### src/rtl/bram_copy_pkg.sv
// Shared types and constants for the BRAM block-copy sequencer.
//   state_t    : sequencer states
//   WORD_BYTES : byte stride between consecutive 32-bit words
//   WE_FULL    : full-word byte write enable
//   DATA_WIDTH : BRAM data width
package bram_copy_pkg;

  localparam int unsigned WORD_BYTES = 4;
  localparam int unsigned DATA_WIDTH = 32;
  localparam logic [3:0]  WE_FULL    = 4'b1111;

  typedef enum logic [1:0] {
    IDLE,
    READ,
    DRAIN,
    FLUSH
  } state_t;

endpackage

### src/rtl/bram_copy_vpipe.sv
// Valid/address delay line that follows each source read until its data
// returns, so the matching destination write can be issued.
//   clk, rst_n : clock, async active-low reset (clears all valid bits)
//   in_valid   : a read is being issued to the source this cycle
//   in_addr    : destination byte address belonging to that read
//   out_valid  : last stage valid (source data is on SRC_RDDATA now)
//   out_addr   : destination address of the last stage
//   any_valid  : OR of all stage valid bits
module bram_copy_vpipe #(
  parameter int unsigned DEPTH = 3,
  parameter int unsigned AW    = 15
) (
  input  logic          clk,
  input  logic          rst_n,
  input  logic          in_valid,
  input  logic [AW-1:0] in_addr,
  output logic          out_valid,
  output logic [AW-1:0] out_addr,
  output logic          any_valid
);

  logic [DEPTH-1:0] vld;
  logic [AW-1:0]    addr_q [DEPTH];

  // Shift register: stage 0 lines up with SRC_EN, last stage with read data
  always_ff @(posedge clk or negedge rst_n) begin
    if (!rst_n) begin
      vld <= '0;
      for (int i = 0; i < int'(DEPTH); i++) addr_q[i] <= '0;
    end else begin
      vld[0]    <= in_valid;
      addr_q[0] <= in_addr;
      for (int i = 1; i < int'(DEPTH); i++) begin
        vld[i]    <= vld[i-1];
        addr_q[i] <= addr_q[i-1];
      end
    end
  end

  assign out_valid = vld[DEPTH-1];
  assign out_addr  = addr_q[DEPTH-1];
  assign any_valid = |vld;

endmodule

### src/rtl/bram_copy_ctrl.sv
// Block-copy sequencer: reads len words from a source BRAM port (fixed read
// latency RD_LATENCY, legal 1..4) and writes them to a destination BRAM port,
// one word per cycle, ascending addresses, modulo 2^BRAM_ADDR_WIDTH.
// Optional running checksum enabled with macro BRAM_COPY_CSUM_EN.
//   BRAM_CLK, BRAM_RSTN          : clock, async active-low reset
//   start, src_base, dst_base, len : copy request (sampled in IDLE only)
//   busy, done                   : status / 1-cycle completion pulse
//   SRC_ADDR, SRC_EN, SRC_RDDATA : source read port
//   DST_ADDR, DST_EN, DST_WE, DST_WRDATA : destination write port
//   csum                         : sum of written words (BRAM_COPY_CSUM_EN)
module bram_copy_ctrl
  import bram_copy_pkg::*;
#(
  parameter int unsigned BRAM_ADDR_WIDTH = 15,
  parameter int unsigned LEN_WIDTH       = 14,
  parameter int unsigned RD_LATENCY      = 2
) (
  input  logic                       BRAM_CLK,
  input  logic                       BRAM_RSTN,
  input  logic                       start,
  input  logic [BRAM_ADDR_WIDTH-1:0] src_base,
  input  logic [BRAM_ADDR_WIDTH-1:0] dst_base,
  input  logic [LEN_WIDTH-1:0]       len,
  output logic                       busy,
  output logic                       done,
`ifdef BRAM_COPY_CSUM_EN
  output logic [DATA_WIDTH-1:0]      csum,
`endif
  output logic [BRAM_ADDR_WIDTH-1:0] SRC_ADDR,
  output logic                       SRC_EN,
  input  logic [DATA_WIDTH-1:0]      SRC_RDDATA,
  output logic [BRAM_ADDR_WIDTH-1:0] DST_ADDR,
  output logic                       DST_EN,
  output logic [3:0]                 DST_WE,
  output logic [DATA_WIDTH-1:0]      DST_WRDATA
);

  localparam int unsigned AW = BRAM_ADDR_WIDTH;
  localparam logic [AW-1:0] ALIGN_MASK = ~AW'(WORD_BYTES - 1);
  localparam logic [AW-1:0] STRIDE     = AW'(WORD_BYTES);

  state_t                 state, state_d;
  logic [LEN_WIDTH-1:0]   rd_left, rd_left_d;
  logic [AW-1:0]          dst_ptr, dst_ptr_d;
  logic [AW-1:0]          src_addr_d, dst_addr_d, pipe_in_addr, pipe_out_addr;
  logic                   src_en_d, busy_d, done_d, dst_en_d;
  logic [3:0]             dst_we_d;
  logic [DATA_WIDTH-1:0]  dst_wrdata_d;
  logic                   pipe_out_valid, pipe_any;

  // Pipe is fed the next-cycle SRC_EN so its stage 0 coincides with the read
  bram_copy_vpipe #(
    .DEPTH (RD_LATENCY + 1),
    .AW    (AW)
  ) u_vpipe (
    .clk       (BRAM_CLK),
    .rst_n     (BRAM_RSTN),
    .in_valid  (src_en_d),
    .in_addr   (pipe_in_addr),
    .out_valid (pipe_out_valid),
    .out_addr  (pipe_out_addr),
    .any_valid (pipe_any)
  );

  // Next-state and next-output logic
  always_comb begin
    state_d      = state;
    rd_left_d    = rd_left;
    dst_ptr_d    = dst_ptr;
    src_en_d     = 1'b0;
    src_addr_d   = SRC_ADDR;
    pipe_in_addr = dst_ptr;
    done_d       = 1'b0;
    dst_en_d     = pipe_out_valid;
    dst_we_d     = pipe_out_valid ? WE_FULL : 4'b0000;
    dst_addr_d   = pipe_out_valid ? pipe_out_addr : DST_ADDR;
    dst_wrdata_d = pipe_out_valid ? SRC_RDDATA : DST_WRDATA;

    unique case (state)
      IDLE: begin
        if (start) begin
          if (len != '0) begin
            state_d      = READ;
            src_en_d     = 1'b1;
            src_addr_d   = src_base & ALIGN_MASK;
            rd_left_d    = len - LEN_WIDTH'(1);
            pipe_in_addr = dst_base & ALIGN_MASK;
            dst_ptr_d    = (dst_base & ALIGN_MASK) + STRIDE;
          end else begin
            state_d = FLUSH;
            done_d  = 1'b1;
          end
        end
      end
      READ: begin
        if (rd_left != '0) begin
          src_en_d   = 1'b1;
          src_addr_d = SRC_ADDR + STRIDE;
          rd_left_d  = rd_left - LEN_WIDTH'(1);
          dst_ptr_d  = dst_ptr + STRIDE;
        end else begin
          state_d = DRAIN;
        end
      end
      DRAIN: begin
        if (!pipe_any) begin
          state_d = FLUSH;
          done_d  = 1'b1;
        end
      end
      FLUSH: state_d = IDLE;
      default: state_d = IDLE;
    endcase

    busy_d = (state_d == READ) || (state_d == DRAIN);
  end

  // State and registered outputs
  always_ff @(posedge BRAM_CLK or negedge BRAM_RSTN) begin
    if (!BRAM_RSTN) begin
      state      <= IDLE;
      rd_left    <= '0;
      dst_ptr    <= '0;
      busy       <= 1'b0;
      done       <= 1'b0;
      SRC_EN     <= 1'b0;
      SRC_ADDR   <= '0;
      DST_EN     <= 1'b0;
      DST_WE     <= 4'b0000;
      DST_ADDR   <= '0;
      DST_WRDATA <= '0;
    end else begin
      state      <= state_d;
      rd_left    <= rd_left_d;
      dst_ptr    <= dst_ptr_d;
      busy       <= busy_d;
      done       <= done_d;
      SRC_EN     <= src_en_d;
      SRC_ADDR   <= src_addr_d;
      DST_EN     <= dst_en_d;
      DST_WE     <= dst_we_d;
      DST_ADDR   <= dst_addr_d;
      DST_WRDATA <= dst_wrdata_d;
    end
  end

`ifdef BRAM_COPY_CSUM_EN
  // Running sum of written words; cleared on accepted start, final at done
  always_ff @(posedge BRAM_CLK or negedge BRAM_RSTN) begin
    if (!BRAM_RSTN) begin
      csum <= '0;
    end else if (state == IDLE && start) begin
      csum <= '0;
    end else if (DST_EN) begin
      csum <= csum + DST_WRDATA;
    end
  end
`endif

endmodule
### config.mk
export PLATFORM = sky130hd
export DESIGN_NAME = bram_copy_ctrl
export DESIGN_NICKNAME = d
export VERILOG_FILES = /design/src/rtl/bram_copy_pkg.sv /design/src/rtl/bram_copy_vpipe.sv /design/src/rtl/bram_copy_ctrl.sv
export SDC_FILE = /design/constraint.sdc
export NUM_CORES = 1
export LEC_CHECK = 0
export ABC_CLOCK_PERIOD_IN_PS = 5980
export CORE_ASPECT_RATIO = 1.25
export CORE_UTILIZATION = 45
export DETAILED_ROUTE_END_ITERATION = 7
export PLACE_DENSITY = 0.73
export SLEW_MARGIN = 10
export SYNTH_ARGS = -nofsm -noshare
export SYNTH_HDL_FRONTEND = slang
export SYNTH_SLANG_ARGS = --single-unit
### constraint.sdc
create_clock -name BRAM_CLK -period 5.98 [get_ports BRAM_CLK]
set_input_delay 1.196 -clock BRAM_CLK [delete_from_list [all_inputs] [get_ports BRAM_CLK]]
set_output_delay 1.196 -clock BRAM_CLK [all_outputs]
set_load 0.05 [all_outputs]
==> out/results.tsv <==
metric	value	unit
status	finished clean	
element type at the critical path end	register	
number of flops mapped to enable cells by yosys	0	
insertion delay of the later-clocked pin in the worst-skew pair	0.40	ns
arrival time of data at the critical path endpoint	3.96	ns
Ant. Diodes	0	
crit start category	register	
Distinct cells, synth	76	
Critical Path Max Stage Delay	0.64	ns
maximum clock skew at final layout	0.00680	ns
unrepaired setup endpoints after global routing	false	
starting DRC count in detailed routing	387	
DRC violation count after routing	0	
Tightest Pin Transition	1.03	ns
portion of the post-synthesis area used by sequential elements	51.9	%
count of final setup violators	0	
area of the die	0.0146	mm^2
pwr/cell area	455	mW/mm^2
vias in the first global route	5052	
number of hold buffers added after cts	0	
Post-CTS Setup Repair Bufs	0	
detail-routed net length per standard cell	16.3	um
Final Hold Viols	0	
flop and latch count out of synthesis	132	
layout cells sized above 1	14.8	%
Inserted Clock Buffers	17	
number of H-tree levels	4	
wire length of the first global-routing pass	24200	um
maximum clock path buffer count	2	
number of placement rows	48	
Critical-path top delay cell	dfrtp_1	
Slew headroom	31.7	%
share of synthesized flip-flops with an asynchronous set or reset	100	%
LEAKAGE	3.56	nW
Vias/cell	5.58	
count of buffers inserted at the top-level ports	140	
dominant synthesized flop cell	dfrtp_1	
worst hold path type	reg -> reg	
total routed wirelength	14800	um
number of maximum-capacitance violations	0	
clock-pin slew on the worst setup and hold paths	0.06	ns
nets	805	
area delta synth->final	31.2	%
synthesized cell area	0.00637	mm^2
post-route setup TNS	0	ns
cell at the root of the clock tree	clkbuf_16	
half-perimeter wire length after placement	9870	um
Max VDD drop	0.281	mV
category of the critical setup timing path	reg -> reg	
placed standard-cell area	0.00778	mm^2
synthesized instance count	598	
Post-Synthesis Mean Instance Area	10.7	um^2
all-layer global routing usage	21.2	%
fraction of the cycle the final worst path needs	62.2	%
cells along the critical path	nor2b_4, buf_4, mux2i_1, ha_1, or3b_2, o32ai_2, nand3_2, a21oi_2, mux2i_1, a22oi_1	
Synth Warn #	0	
initial antenna violation count	0	
count of pins on the block boundary	149	
max frequency	269	MHz
clock sink count	132	
detailed-router iteration count before antenna repair	5	
effective utilization at floorplan	46.1	%
core area	0.0138	mm^2
top fanout value on the critical path	75	
TritonCTS clock tree	yes	
gpl congestion	0.856	
residual overflow from global routing	0	
Die Ht	135	um
Post-DRT Antenna Nets	0	
Horiz. Die Dim	108	um
CP required	6.22	ns
final non-filler cell area	0.00836	mm^2
maximum number of pins on one net before global-route repair	84	
final critical-path required period	3.72	ns
total via count in the routed design	5085	
cell repeated most along the worst path	mux2i_1	
CTS resizes	0	
fin. max-slew vios	0	
[cell families (layout without fill, tap and decap cells)]
kind of cell,count (synthesis),count (layout),synth area share [%]
flops,132,132,51.9
buf+inv,54,189,4.64
mux,69,69,12.2
simple gates,209,209,16.4
xor+xnor,1,1,0.138
other cells,1,4,0.0589
compound gates,129,129,14.2
fa+ha+maj,3,3,0.589
[metrics by stage]
step | setup WS [ns] | total power (W) | utilization (%) | std cells | hold WS [ns]
after floorplan | 2.72 | 0.00236 | - | 601 | 0.331
after global placement | 2.06 | 0.00275 | 56.3 | 879 | 0.331
after detailed placement | 2.02 | 0.00282 | 56.3 | 879 | 0.335
after CTS | 2.29 | 0.00383 | 60.5 | 911 | 0.345
after global routing | 2.00 | 0.00402 | 60.5 | 911 | 0.350
final | 2.26 | 0.00380 | 60.5 | 911 | 0.344
[cells in the final DEF (no fill, tap or decap), drive strengths merged, types with 10 or more instances in the layout]
master | synthesis | layout
nor3 | 13 | 13
a21oi | 36 | 36
clkbuf | 12 | 17
nand2 | 86 | 86
o21ai | 20 | 20
clkdlybuf4s50 | 0 | 139
mux2i | 21 | 21
nor2 | 42 | 42
dfrtp | 132 | 132
inv | 13 | 19
a31oi | 12 | 12
o22ai | 10 | 10
nand3 | 23 | 23
mux2 | 48 | 48
[state kept, by name, summed over array words and instances (netlist names)]
| register | cells |
|---|---|
| DST_ADDR | 13 |
| DST_WE | 1 |
| DST_WRDATA | 32 |
| SRC_ADDR | 13 |
| busy | 1 |
| done | 1 |
| dst_ptr | 13 |
| rd_left | 14 |
| state | 2 |
| u_vpipe.addr_q | 26 |
| u_vpipe.out_addr | 13 |
| u_vpipe.vld | 3 |
[critical path: cells and delay by family (launching register included)]
family	cells	cell delay, ns
buf+inv	1	0.64
flops	1	0.64
fa+ha+maj	1	0.23
compound gates	3	0.58
simple gates	3	1.01
mux	2	0.46
[synthesized netlist by cell type, drive strengths merged (6+ instances only)]
cell type / n / area [um^2]
clkbuf: 12 / 45.0
o21ai: 20 / 100
a21oi: 36 / 184
nand2: 86 / 323
dfrtp: 132 / 3300
nor3: 13 / 70.1
o22ai: 10 / 62.6
mux2: 48 / 544
a31oi: 12 / 81.3
nand2b: 6 / 45.0
nor2: 42 / 158
nand3: 23 / 125
buf: 29 / 201
inv: 13 / 48.8
mux2i: 21 / 230
[layout make-up]
type | count | area (um^2)
flip-flops and latches | 132 | 3300
inverters | 13 | 48.8
clock inverters | 15 | 148
multi-input cells | 415 | 2780
well taps | 175 | 219
clock buffers | 17 | 425
repair buffers | 144 | 1430
fillers | 1153 | 5460
[routing by layer]
| layer | up-vias | track usage, % | share of wire [%] |
|---|---|---|---|
| li1 | 2405 | - | - |
| met1 | 2465 | 25.7 | 41 |
| met2 | 197 | 36.9 | 51 |
| met3 | 18 | 4.01 | 6.3 |
| met4 | 0 | 7.88 | 1.4 |
| met5 | - | 0 | 0 |
[report_power, final]
part	internal [W]	switching (W)	total, W
combinational	0.000534	0.000828	0.00136
sequential	0.00121	0.000235	0.00145
clock	0.000583	0.000409	0.000992
[worst paths after layout]
path,from,to,slack [ns],depth (start not counted)
setup reg to reg,state[0],rd_left[12],2.26,10
min in group asynchronous,BRAM_RSTN,DST_ADDR[12],0.97,1
max in group asynchronous,BRAM_RSTN,DST_WRDATA[3],3.79,2
setup / recovery,state[0],rd_left[12],2.26,10
hold / removal,u_vpipe.addr_q[34],u_vpipe.addr_q[19],0.34,0
hold reg to reg,u_vpipe.addr_q[34],u_vpipe.addr_q[19],0.34,0
Note: power is estimated with default switching activity, not from simulation.
